<file path="src/rtl/hs4_push_tx.sv">
// hs4_push_tx: clocked valid/ready stream to 4-phase bundled-data req/ack bridge with a small FIFO
// Ports: clk, rst_n (async active-low); in_valid/in_ready/in_data upstream word stream;
//        req/ack 4-phase handshake (ack asynchronous to clk), data_out bundled data;
//        busy = FIFO non-empty or handshake in progress; timeout_err sticky phase-timeout flag.
// Optional: define HS4_PUSH_TX_TIMEOUT_EN to build the handshake timeout counter; otherwise timeout_err is 0.
module hs4_push_tx #(
  parameter int WD = 4,
  parameter int DEPTH = 2,
  parameter int SYNC_STAGES = 2,
  parameter int TIMEOUT = 255
) (
  input  logic          clk,
  input  logic          rst_n,
  input  logic          in_valid,
  output logic          in_ready,
  input  logic [WD-1:0] in_data,
  output logic          req,
  input  logic          ack,
  output logic [WD-1:0] data_out,
  output logic          busy,
  output logic          timeout_err
);
  localparam int AW = $clog2(DEPTH);
  typedef enum logic [1:0] {IDLE, SETUP, REQ_HI, REQ_LO} state_t;
  state_t state;
  logic [WD-1:0] mem [DEPTH];
  logic [AW:0] wp, rp;
  logic [SYNC_STAGES-1:0] sync;
  logic rdy, ack_s, full, empty, push, pop;
  assign ack_s = sync[SYNC_STAGES-1];
  assign empty = wp == rp;
  assign full = (wp[AW] != rp[AW]) && (wp[AW-1:0] == rp[AW-1:0]);
  // rdy holds in_ready low through reset and for the edge that releases it
  assign in_ready = rdy & ~full;
  assign push = in_valid & in_ready;
  assign pop = (state == IDLE) & ~empty & ~ack_s;
  assign busy = ~empty | (state != IDLE);
  always_ff @(posedge clk or negedge rst_n)
    if (!rst_n) begin
      rdy <= 1'b0;
      wp <= '0;
      rp <= '0;
      sync <= '0;
    end else begin
      rdy <= 1'b1;
      sync <= {sync[SYNC_STAGES-2:0], ack};
      if (push) wp <= wp + (AW+1)'(1);
      if (pop) rp <= rp + (AW+1)'(1);
    end
  always_ff @(posedge clk)
    if (push) mem[wp[AW-1:0]] <= in_data;
  // data_out is loaded only on leaving IDLE, so it is stable for the whole handshake
  always_ff @(posedge clk or negedge rst_n)
    if (!rst_n) begin
      state <= IDLE;
      req <= 1'b0;
      data_out <= '0;
    end else begin
      case (state)
        IDLE: if (pop) begin
          data_out <= mem[rp[AW-1:0]];
          state <= SETUP;
        end
        SETUP: begin
          req <= 1'b1;
          state <= REQ_HI;
        end
        REQ_HI: if (ack_s) begin
          req <= 1'b0;
          state <= REQ_LO;
        end
        REQ_LO: if (!ack_s) state <= IDLE;
      endcase
    end
`ifdef HS4_PUSH_TX_TIMEOUT_EN
  localparam int TW = $clog2(TIMEOUT + 1);
  logic [TW-1:0] cnt;
  logic err, enter, waiting;
  assign enter = (state == SETUP) | ((state == REQ_HI) & ack_s);
  assign waiting = ((state == REQ_HI) & ~ack_s) | ((state == REQ_LO) & ack_s);
  // err is set on the same edge the counter reaches TIMEOUT; the counter saturates there
  always_ff @(posedge clk or negedge rst_n)
    if (!rst_n) begin
      cnt <= '0;
      err <= 1'b0;
    end else begin
      if (enter) cnt <= '0;
      else if (waiting && cnt != TW'(TIMEOUT)) cnt <= cnt + TW'(1);
      if (waiting && cnt == TW'(TIMEOUT - 1)) err <= 1'b1;
    end
  assign timeout_err = err;
`else
  assign timeout_err = (TIMEOUT < 0);
`endif
endmodule

</file>
<file path="config.mk">
export PLATFORM = sky130hd
export DESIGN_NAME = hs4_push_tx
export DESIGN_NICKNAME = d
export VERILOG_FILES = /design/src/rtl/hs4_push_tx.sv
export SDC_FILE = /design/constraint.sdc
export NUM_CORES = 1
export LEC_CHECK = 0
export ABC_AREA = 0
export BUFFER_PORTS_ARGS = -buffer_cell sky130_fd_sc_hd__buf_2
export CAP_MARGIN = 10
export CORE_AREA = 2 2 47 49
export DETAILED_ROUTE_END_ITERATION = 8
export DIE_AREA = 0 0 49 51
export PLACE_DENSITY = 0.73
export SKIP_LAST_GASP = 1
export SLEW_MARGIN = 25
export SYNTH_ARGS = -nofsm -noshare
export SYNTH_HDL_FRONTEND = slang
export SYNTH_SLANG_ARGS = --single-unit
</file>
<file path="constraint.sdc">
create_clock -name clk -period 1.9 [get_ports clk]
set_input_delay 0.285 -clock clk [delete_from_list [all_inputs] [get_ports clk]]
set_output_delay 0.285 -clock clk [all_outputs]
set_load 0.02 [all_outputs]
</file>
==> results.json, run 1 <==
{
  "status": "finished, final reports clean",
  "initial_utilization_pct": 49.4,
  "wirelength_mm": 1.49,
  "drv_slew": 0,
  "fin_setup_tns_ns": 0,
  "ioPinCount": 16,
  "worstPathArrival_ns": 1.94,
  "cts-root-buf": "clkbuf_4",
  "crit_slowest_cell": "dfrtp_1",
  "diodes": 0,
  "nets": 110,
  "fin_cells": 124,
  "pre_cts_slack_ns": 0.151,
  "timing.final.crit_share_pct": 92.3,
  "maxCapViolations": 0,
  "core_area_mm2": 0.00206,
  "setup_slack_ns": 0.147,
  "hold_buffers": 1,
  "wl_per_cell_um": 12.0,
  "cts.clk_slew.worst_paths_ns": 0.10,
  "path_max_fanout": 4,
  "dp.cells": 119,
  "crit_family": "flip-flops",
  "grt_util_all_layers_pct": 14.3,
  "antenna_found_initial": 0,
  "grt_busiest_layer": "met2",
  "ir_worst_vdd_mv": 0.844,
  "cts_tree": "done",
  "port_buffers": 14,
  "syn_area_per_cell_um2": 13.1,
  "vias": 582,
  "viasPerCell": 4.69,
  "power.total_mw": 1.84,
  "cts-resized-gates": 0,
  "row_count": 17,
  "use_met3_pct": 2.63,
  "syn_area_mm2": 0.00102,
  "grt_pass1_wl_mm": 2.64,
  "die_h_um": 51,
  "fmaxAchievable_mhz": 570,
  "start_kind": "flop",
  "cp_cell_sequence": "inv_1 > ha_1 > nor2b_1 > a211o_1 > o31ai_4 > mux2_4",
  "clk_latency_ns": 0.30,
  "dpl.hpwl_mm": 1.19,
  "cts_buffers": 3,
  "utilization_pct": 55.8,
  "grt_remaining_overflow": 0,
  "first_global_vias": 611,
  "cts_setup_buffers": 0,
  "cts_sinks": 22,
  "dieWidth_um": 49,
  "p_leak_nw": 0.524,
  "area.growth.synth_to_final_pct": 13.0,
  "max_stage_delay_ns": 0.42,
  "use_met1_pct": 15.9,
  "dr.pass1.iters": 4,
  "yosysSeqAreaShare_pct": 58.0,
  "synthDistinctLibCells": 29,
  "clockBufferDepth": 2,
  "synth_seq_cells": 22,
  "rsz0062_at_grt": "false",
  "drc_errors": 0,
  "globalplace.congestion": 0.707,
  "grt_util_met2_pct": 26.3,
  "endpoint_kind": "flop",
  "htree_levels": 1,
  "path_buf_inv": 1,
  "critical_path_class": "reg2reg",
  "critPathRequiredTime_ns": 2.09,
  "power_density_mw_per_mm2": 1600,
  "detail-route-antenna-nets": 0,
  "hp-class": "in2reg",
  "synth_warnings": 0,
  "dieArea_mm2": 0.00250,
  "synthCells": 78,
  "hold_viol": 0,
  "syn_nets": 91,
  "grt_max_degree": 15,
  "setup_viol": 0,
  "final.min_clock_period_ns": 1.75,
  "drive_above_1_share_pct": 27.1,
  "fin_skew_ns": 0.00835,
  "drt_iter0_markers": 2
}
[per-layer routing]
metal / vias up / wire, um / part of all wire, %
li1: 292 / - / -
met1: 278 / 627 / 42
met2: 10 / 803 / 54
met3: 2 / 44 / 3.0
met4: 0 / 16 / 1.1
met5: - / 0 / 0
[cell usage after synthesis]
cell type,instances,area share [%]
nand3_1,1,0.49
o21ai_2,1,0.86
nand2_1,8,2.9
buf_2,1,0.49
xor2_1,1,0.86
nor2b_1,3,1.8
mux2_4,1,1.5
nor2_1,2,0.74
a2bb2oi_1,1,0.86
inv_1,4,1.5
xor2_4,1,2.7
ha_1,5,6.1
xnor2_1,1,0.86
and2_1,2,1.2
a211o_1,1,0.86
o21ai_0,7,3.4
buf_4,1,0.74
conb_1,2,0.74
xor2_2,1,1.6
nand2b_1,1,0.61
edfxtp_1,8,24
nor2_2,1,0.61
buf_6,1,1.1
dfrtp_1,14,34
o22ai_1,1,0.61
mux2i_1,5,4.9
mux2_2,1,1.1
and3_1,1,0.61
o31ai_4,1,2.1
[metrics by stage]
step | hold WS [ns] | area, um^2
final | 0.0930 | 1150
after global routing | 0.0686 | 1150
after CTS | 0.0821 | 1150
after detailed placement | 0.197 | 1110
after global placement | 0.196 | 1110
after floorplan | -0.0106 | 1020
[area by class of cell]
type,count,area (um^2)
clock buffer,4,26.3
fill,182,912
inverter,4,15.0
multi-input combinational,49,389
sequential,22,591
tap,28,35.0
timing repair buffer,17,95.1
[final timing paths]
path	slack (ns)	start	depth (start not counted)	end
worst max-delay path	0.15	state[0]$_DFFE_PN0P_	6	state[1]$_DFFE_PN0P_
worst min-delay path	0.09	ack	1	sync[0]$_DFF_PN0_
worst max register to register	0.15	state[0]$_DFFE_PN0P_	6	state[1]$_DFFE_PN0P_
worst min register to register	0.37	sync[0]$_DFF_PN0_	0	sync[1]$_DFF_PN0_
max in group asynchronous	1.26	rst_n	2	sync[1]$_DFF_PN0_
min in group asynchronous	0.39	rst_n	2	data_out[1]$_DFFE_PN0P_
[where the power goes]
part	leakage, nW	internal (mW)	switching, mW	total, mW
combinational	0.270	0.395	0.468	0.863
clock	0.0150	0.0816	0.126	0.207
sequential	0.239	0.643	0.127	0.770
total	0.524	1.12	0.721	1.84
[cells by family after synthesis]
family                     after synthesis  share of synthesized area, %
muxes                                    7                          7.49
DFF                                     22                          58.0
adders and majority gates                5                          6.14
and+or+nand+nor                         19                          9.09
buffers and inverters                    7                          3.81
other                                    2                         0.737
AOI/OAI and AO/OA                       12                          8.72
xor gates and xnor gates                 4                          6.02
[flip-flops by register name, indices dropped and copies added, names as in the netlist]
name / cells
req: 1
mem: 8
sync: 2
wp: 2
data_out: 4
rp: 2
rdy: 1
state: 2
[placed cells by master, fill, tap and decap left out, types with 3 or more instances in the layout]
cell      Yosys  layout
nor2b_1       3       3
o21ai_0       7       7
nand2_1       8       8
clkbuf_4      0       3
buf_2         1      14
mux2i_1       5       5
inv_1         4       4
edfxtp_1      8       8
ha_1          5       5
dfrtp_1      14      14
No activity file was read; power rests on OpenSTA's default activity.
==> run 2, diff against run 1 <==
clock period = 1.73 ns   (was 1.9 ns; I/O delays follow)
==> run 2 against run 1 <==
Effect of this change:
- worst hold slack lost 0.041 ns
- critical path type is now reg2out
- sequential cell count is the same
- highest routed layer unchanged
- largest cell class unchanged
- non-clock buffer count grew 4
==> results.json, run 2 (synthesis gave the netlist of run 1 again) <==
{
  "viasPerCell": 4.66,
  "setup_slack_ns": 0.0450,
  "largest_reg_flops": 8,
  "setup_viol": 0,
  "fmaxAchievable_mhz": 593,
  "cts_tree": "done",
  "use_met1_pct": 17.4,
  "port_buffers": 14,
  "start_kind": "flop",
  "grt_remaining_overflow": 0,
  "p_int_mw": 1.30,
  "hold_viol": 0,
  "cts.clk_slew.worst_paths_ns": 0.12,
  "globalplace.congestion": 0.725,
  "dpl.hpwl_mm": 1.16,
  "grt_busiest_layer": "met2",
  "clk_latency_ns": 0.30,
  "fillers": 176,
  "combPwrFrac_pct": 49.6,
  "wirelength_mm": 1.53,
  "diodes": 0,
  "critical_path_class": "reg2out",
  "fin_skew_ns": 0.00544,
  "endpoint_kind": "output pin",
  "first_global_vias": 565,
  "dieWidth_um": 49,
  "fin_setup_tns_ns": 0,
  "grt_max_degree": 15,
  "clockBufferDepth": 2,
  "critPathRequiredTime_ns": 1.47,
  "ir_worst_vdd_mv": 0.976,
  "cts_buffers": 3,
  "ioPinCount": 16,
  "p_seq_share_pct": 39.5,
  "power.total_mw": 2.12,
  "row_count": 17,
  "layout_commonest_cell": "buf_2",
  "htree_levels": 1,
  "antenna_found_initial": 0,
  "status": "finished, final reports clean",
  "p_clk_share_pct": 10.9,
  "dieArea_mm2": 0.00250,
  "cts-root-buf": "clkbuf_4",
  "timing.final.crit_share_pct": 97.4,
  "p_leak_nw": 0.550,
  "final_cell_mix": "buf_2 (14), dfrtp_1 (13), nand2_1 (8), edfxtp_1 (8), o21ai_0 (7)",
  "rr_worst_depth": 6,
  "swShare_pct": 39.0,
  "power_density_mw_per_mm2": 1790,
  "drc_errors": 0,
  "p_switching_mw": 0.828,
  "core_area_mm2": 0.00206,
  "cts_sinks": 22,
  "grt_util_all_layers_pct": 14.5,
  "grt_util_met2_pct": 23.1,
  "die_h_um": 51,
  "worstPathArrival_ns": 1.43,
  "rsz0062_at_grt": "true",
  "drv_slew": 0,
  "drive_above_1_share_pct": 32.0,
  "vias": 596,
  "final.min_clock_period_ns": 1.69,
  "use_met3_pct": 2.63,
  "hp-class": "in2reg",
  "multi_input_area_um2": 397,
  "grt_pass1_wl_mm": 2.53,
  "detail-route-antenna-nets": 0,
  "regArea_um2": 592,
  "drt_iter0_markers": 3,
  "maxCapViolations": 0,
  "area.growth.synth_to_final_pct": 16.8,
  "pre_cts_slack_ns": 0.0643,
  "wl_per_cell_um": 11.9,
  "whs_path_depth": 1,
  "initial_utilization_pct": 49.4,
  "path_max_fanout": 3,
  "dr.pass1.iters": 4,
  "nets": 114
}
## run 2: critical path, cell delays in order, from the launching register on
cell and delay, ns:
dfrtp_2 0.47, xor2_4 0.20, nand2b_4 0.15, and2_1 0.15
buf_2 0.15
## run 2: final timing paths
kind                       slack (ns)                    to            startpoint
setup reg to reg                 0.07  state[1]$_DFFE_PN0P_  state[0]$_DFFE_PN0P_
min in group asynchronous        0.37       req$_DFFE_PN0P_                 rst_n
setup / recovery                 0.04              in_ready     rp[0]$_DFFE_PN0P_
max in group asynchronous        1.11     rp[0]$_DFFE_PN0P_                 rst_n
hold / removal                   0.05     sync[0]$_DFF_PN0_                   ack
hold reg to reg                  0.36     sync[1]$_DFF_PN0_     sync[0]$_DFF_PN0_
## run 2: metrics by stage
step / utilization (%) / cell area, um^2 / hold WS, ns / instances
global placement: 54.8 / 1130 / 0.176 / 121
detailed placement: 54.8 / 1130 / 0.175 / 121
floorplan: - / 1020 / -0.0361 / 78
global route: 57.7 / 1190 / 0.0257 / 128
finish: 57.7 / 1190 / 0.0517 / 128
CTS: 56.9 / 1170 / 0.0353 / 126
## run 2: layout make-up
class                           count  area share (%)
Clock inverter                      1           0.315
Inverter                            4            1.26
Timing Repair Buffer               21            10.5
Clock buffer                        3            1.89
Tap cell                           28            2.94
Sequential cell                    22            49.7
Multi-Input combinational cell     49            33.3
## run 2: timing repair
| item | 4_1_cts | 5_1_grt |
|---|---|---|
| hold buffers | 1 | 0 |
| setup buffers | 0 | 2 |
| endpoints found under the hold margin | 14 | 0 |
| resized for setup | 2 | 0 |
| endpoints found under the setup margin | 1 | 3 |
## run 2: power by group through the flow
stage,logic [mW],registers [mW],clock network [mW]
after floorplan,0.732,0.868,0
after global placement,0.953,0.843,0
after detailed placement,0.990,0.855,0
after CTS,1.03,0.847,0.248
after global routing,1.16,0.866,0.270
final,1.05,0.840,0.232
## run 2: layer usage
layer	share of wire [%]	vias to the layer above
li1	-	303
met1	45	281
met2	51	10
met3	2.8	2
met4	1.6	0
met5	0	-
==> run 3, diff against run 2 <==
CAP_MARGIN = unset   (was 10)
CORE_AREA = 4 4 49 51   (was 2 2 47 49)
DIE_AREA = 0 0 53 55   (was 0 0 49 51)
REMOVE_ABC_BUFFERS = 1   (was unset)
==> run 3 against run 2 <==
Effect of this change:
- worst hold slack improved by 0.0029 ns
- largest power group unchanged
- first-iteration DRC count increased by 100%
- critical path type unchanged
- global-route usage decreased by 0.43 points
- critical endpoint unchanged
==> results.json, run 3 (synthesis gave the netlist of run 1 again) <==
{
  "core_area_mm2": 0.00194,
  "drc_errors": 0,
  "layout_commonest_cell": "buf_2",
  "critical_path_class": "reg2out",
  "endpoint_kind": "output pin",
  "drt_iter0_markers": 6,
  "cts.clk_slew.worst_paths_ns": 0.11,
  "grt_max_degree": 15,
  "timing.final.crit_share_pct": 98.7,
  "globalplace.congestion": 0.777,
  "cts_buffers": 3,
  "fillers": 167,
  "nets": 113,
  "crit_slowest_cell": "dfrtp_2",
  "hold_slack_ns": 0.0546,
  "start_kind": "flop",
  "hold_viol": 0,
  "maxCapViolations": 0,
  "setup_viol": 0,
  "cts_tree": "done",
  "first_global_vias": 604,
  "diodes": 0,
  "final.min_clock_period_ns": 1.71,
  "crit_family": "flip-flops",
  "power_density_mw_per_mm2": 1780,
  "rsz0062_at_grt": "true",
  "final_cell_mix": "buf_2 (14), dfrtp_1 (13), nand2_1 (8), edfxtp_1 (8), o21ai_0 (7)",
  "vias": 583,
  "path_max_fanout": 3,
  "drv_slew": 0,
  "die_h_um": 55,
  "htree_levels": 1,
  "largest_reg_flops": 8,
  "cts-root-buf": "clkbuf_4",
  "dr.pass1.iters": 3,
  "path_buf_inv": 1,
  "row_count": 16,
  "clk_latency_ns": 0.30,
  "grt_remaining_overflow": 0,
  "pre_cts_slack_ns": 0.0232,
  "final_area_mm2": 0.00117,
  "dpl.hpwl_mm": 1.32,
  "viasPerCell": 4.66,
  "grt_pass1_wl_mm": 2.70,
  "worstPathArrival_ns": 1.45,
  "setup_slack_ns": 0.0219,
  "ioPinCount": 16,
  "max_stage_delay_ns": 0.46,
  "cp_cell_sequence": "xor2_4 > nand2b_1 > and2_1 > buf_2",
  "fmaxAchievable_mhz": 585,
  "dieWidth_um": 53,
  "ir_worst_vdd_mv": 1.05,
  "placed_cell_area_mm2": 0.00113,
  "cts_sinks": 22,
  "detail-route-antenna-nets": 0,
  "antenna_found_initial": 0,
  "wirelength_mm": 1.69,
  "dieArea_mm2": 0.00292,
  "initial_utilization_pct": 52.4,
  "critPathRequiredTime_ns": 1.47,
  "clockBufferDepth": 2,
  "port_buffers": 14,
  "p_leak_nw": 0.537,
  "area.growth.synth_to_final_pct": 14.9,
  "drive_above_1_share_pct": 30.6,
  "wl_per_cell_um": 13.5,
  "hp-class": "in2reg",
  "rrSetupSlack_ns": 0.09,
  "fin_skew_ns": 0.00254,
  "grt_util_all_layers_pct": 14.0,
  "status": "finished, final reports clean"
}
==> run 3: final timing paths <==
| path | from | endpoint | cells past startpoint |
|---|---|---|---|
| worst max register to register | state[0]$_DFFE_PN0P_ | state[1]$_DFFE_PN0P_ | 6 |
| worst min-delay path | ack | sync[0]$_DFF_PN0_ | 1 |
| min in group asynchronous | rst_n | data_out[0]$_DFFE_PN0P_ | 2 |
| worst min register to register | sync[0]$_DFF_PN0_ | sync[1]$_DFF_PN0_ | 0 |
| max in group asynchronous | rst_n | rp[0]$_DFFE_PN0P_ | 2 |
| worst max-delay path | rp[0]$_DFFE_PN0P_ | in_ready | 4 |
==> run 3: routing by layer <==
layer	vias up	wire length (um)	GRT usage, %
met5	-	0	0
met1	268	759	15.6
met2	13	811	23.1
met3	5	76	4.83
met4	0	44	8.94
li1	297	-	-
==> run 3: worst reg2reg max path, cell delays in order, from the launching register on <==
cell     delay [ns]
dfrtp_1        0.38
inv_1          0.09
ha_1           0.21
nor2b_1        0.13
a211o_1        0.32
o31ai_4        0.09
mux2_4         0.33
==> run 3: where the power goes <==
part / leakage (nW) / total [mW] / switching, mW / internal, mW
Clock: 0.0138 / 0.221 / 0.140 / 0.0814
Combinational: 0.285 / 1.02 / 0.551 / 0.468
Sequential: 0.238 / 0.844 / 0.135 / 0.709
==> run 3: cell type report <==
cell class / instances / area [um^2] / area share [%]
flip-flops and latches: 22 / 592 / 50.6
multi-input cells: 49 / 389 / 33.3
repair buffers: 20 / 118 / 10.1
well taps: 27 / 33.8 / 2.89
clock buffers: 3 / 22.5 / 1.93
inverters: 4 / 15.0 / 1.28
==> run 3: per-stage QoR <==
stage               std cells  total power [mW]  TNS [ns]  util, %
CTS                       124              2.10         0     59.9
global route              125              2.24   -0.0470     60.2
floorplan                  75              1.56         0        -
finish                    125              2.08         0     60.2
detailed placement        120              1.87         0     58.1
global placement          120              1.81         0     58.1
==> run 3: repair_timing <==
| action | 4_1_cts | 5_1_grt |
|---|---|---|
| setup endpoints to repair | 1 | 3 |
| endpoints found under the hold margin | 14 | 0 |
| setup buffers | 0 | 1 |
| resized for setup | 1 | 0 |
| pin swaps | 0 | 0 |
| hold buffers | 1 | 0 |
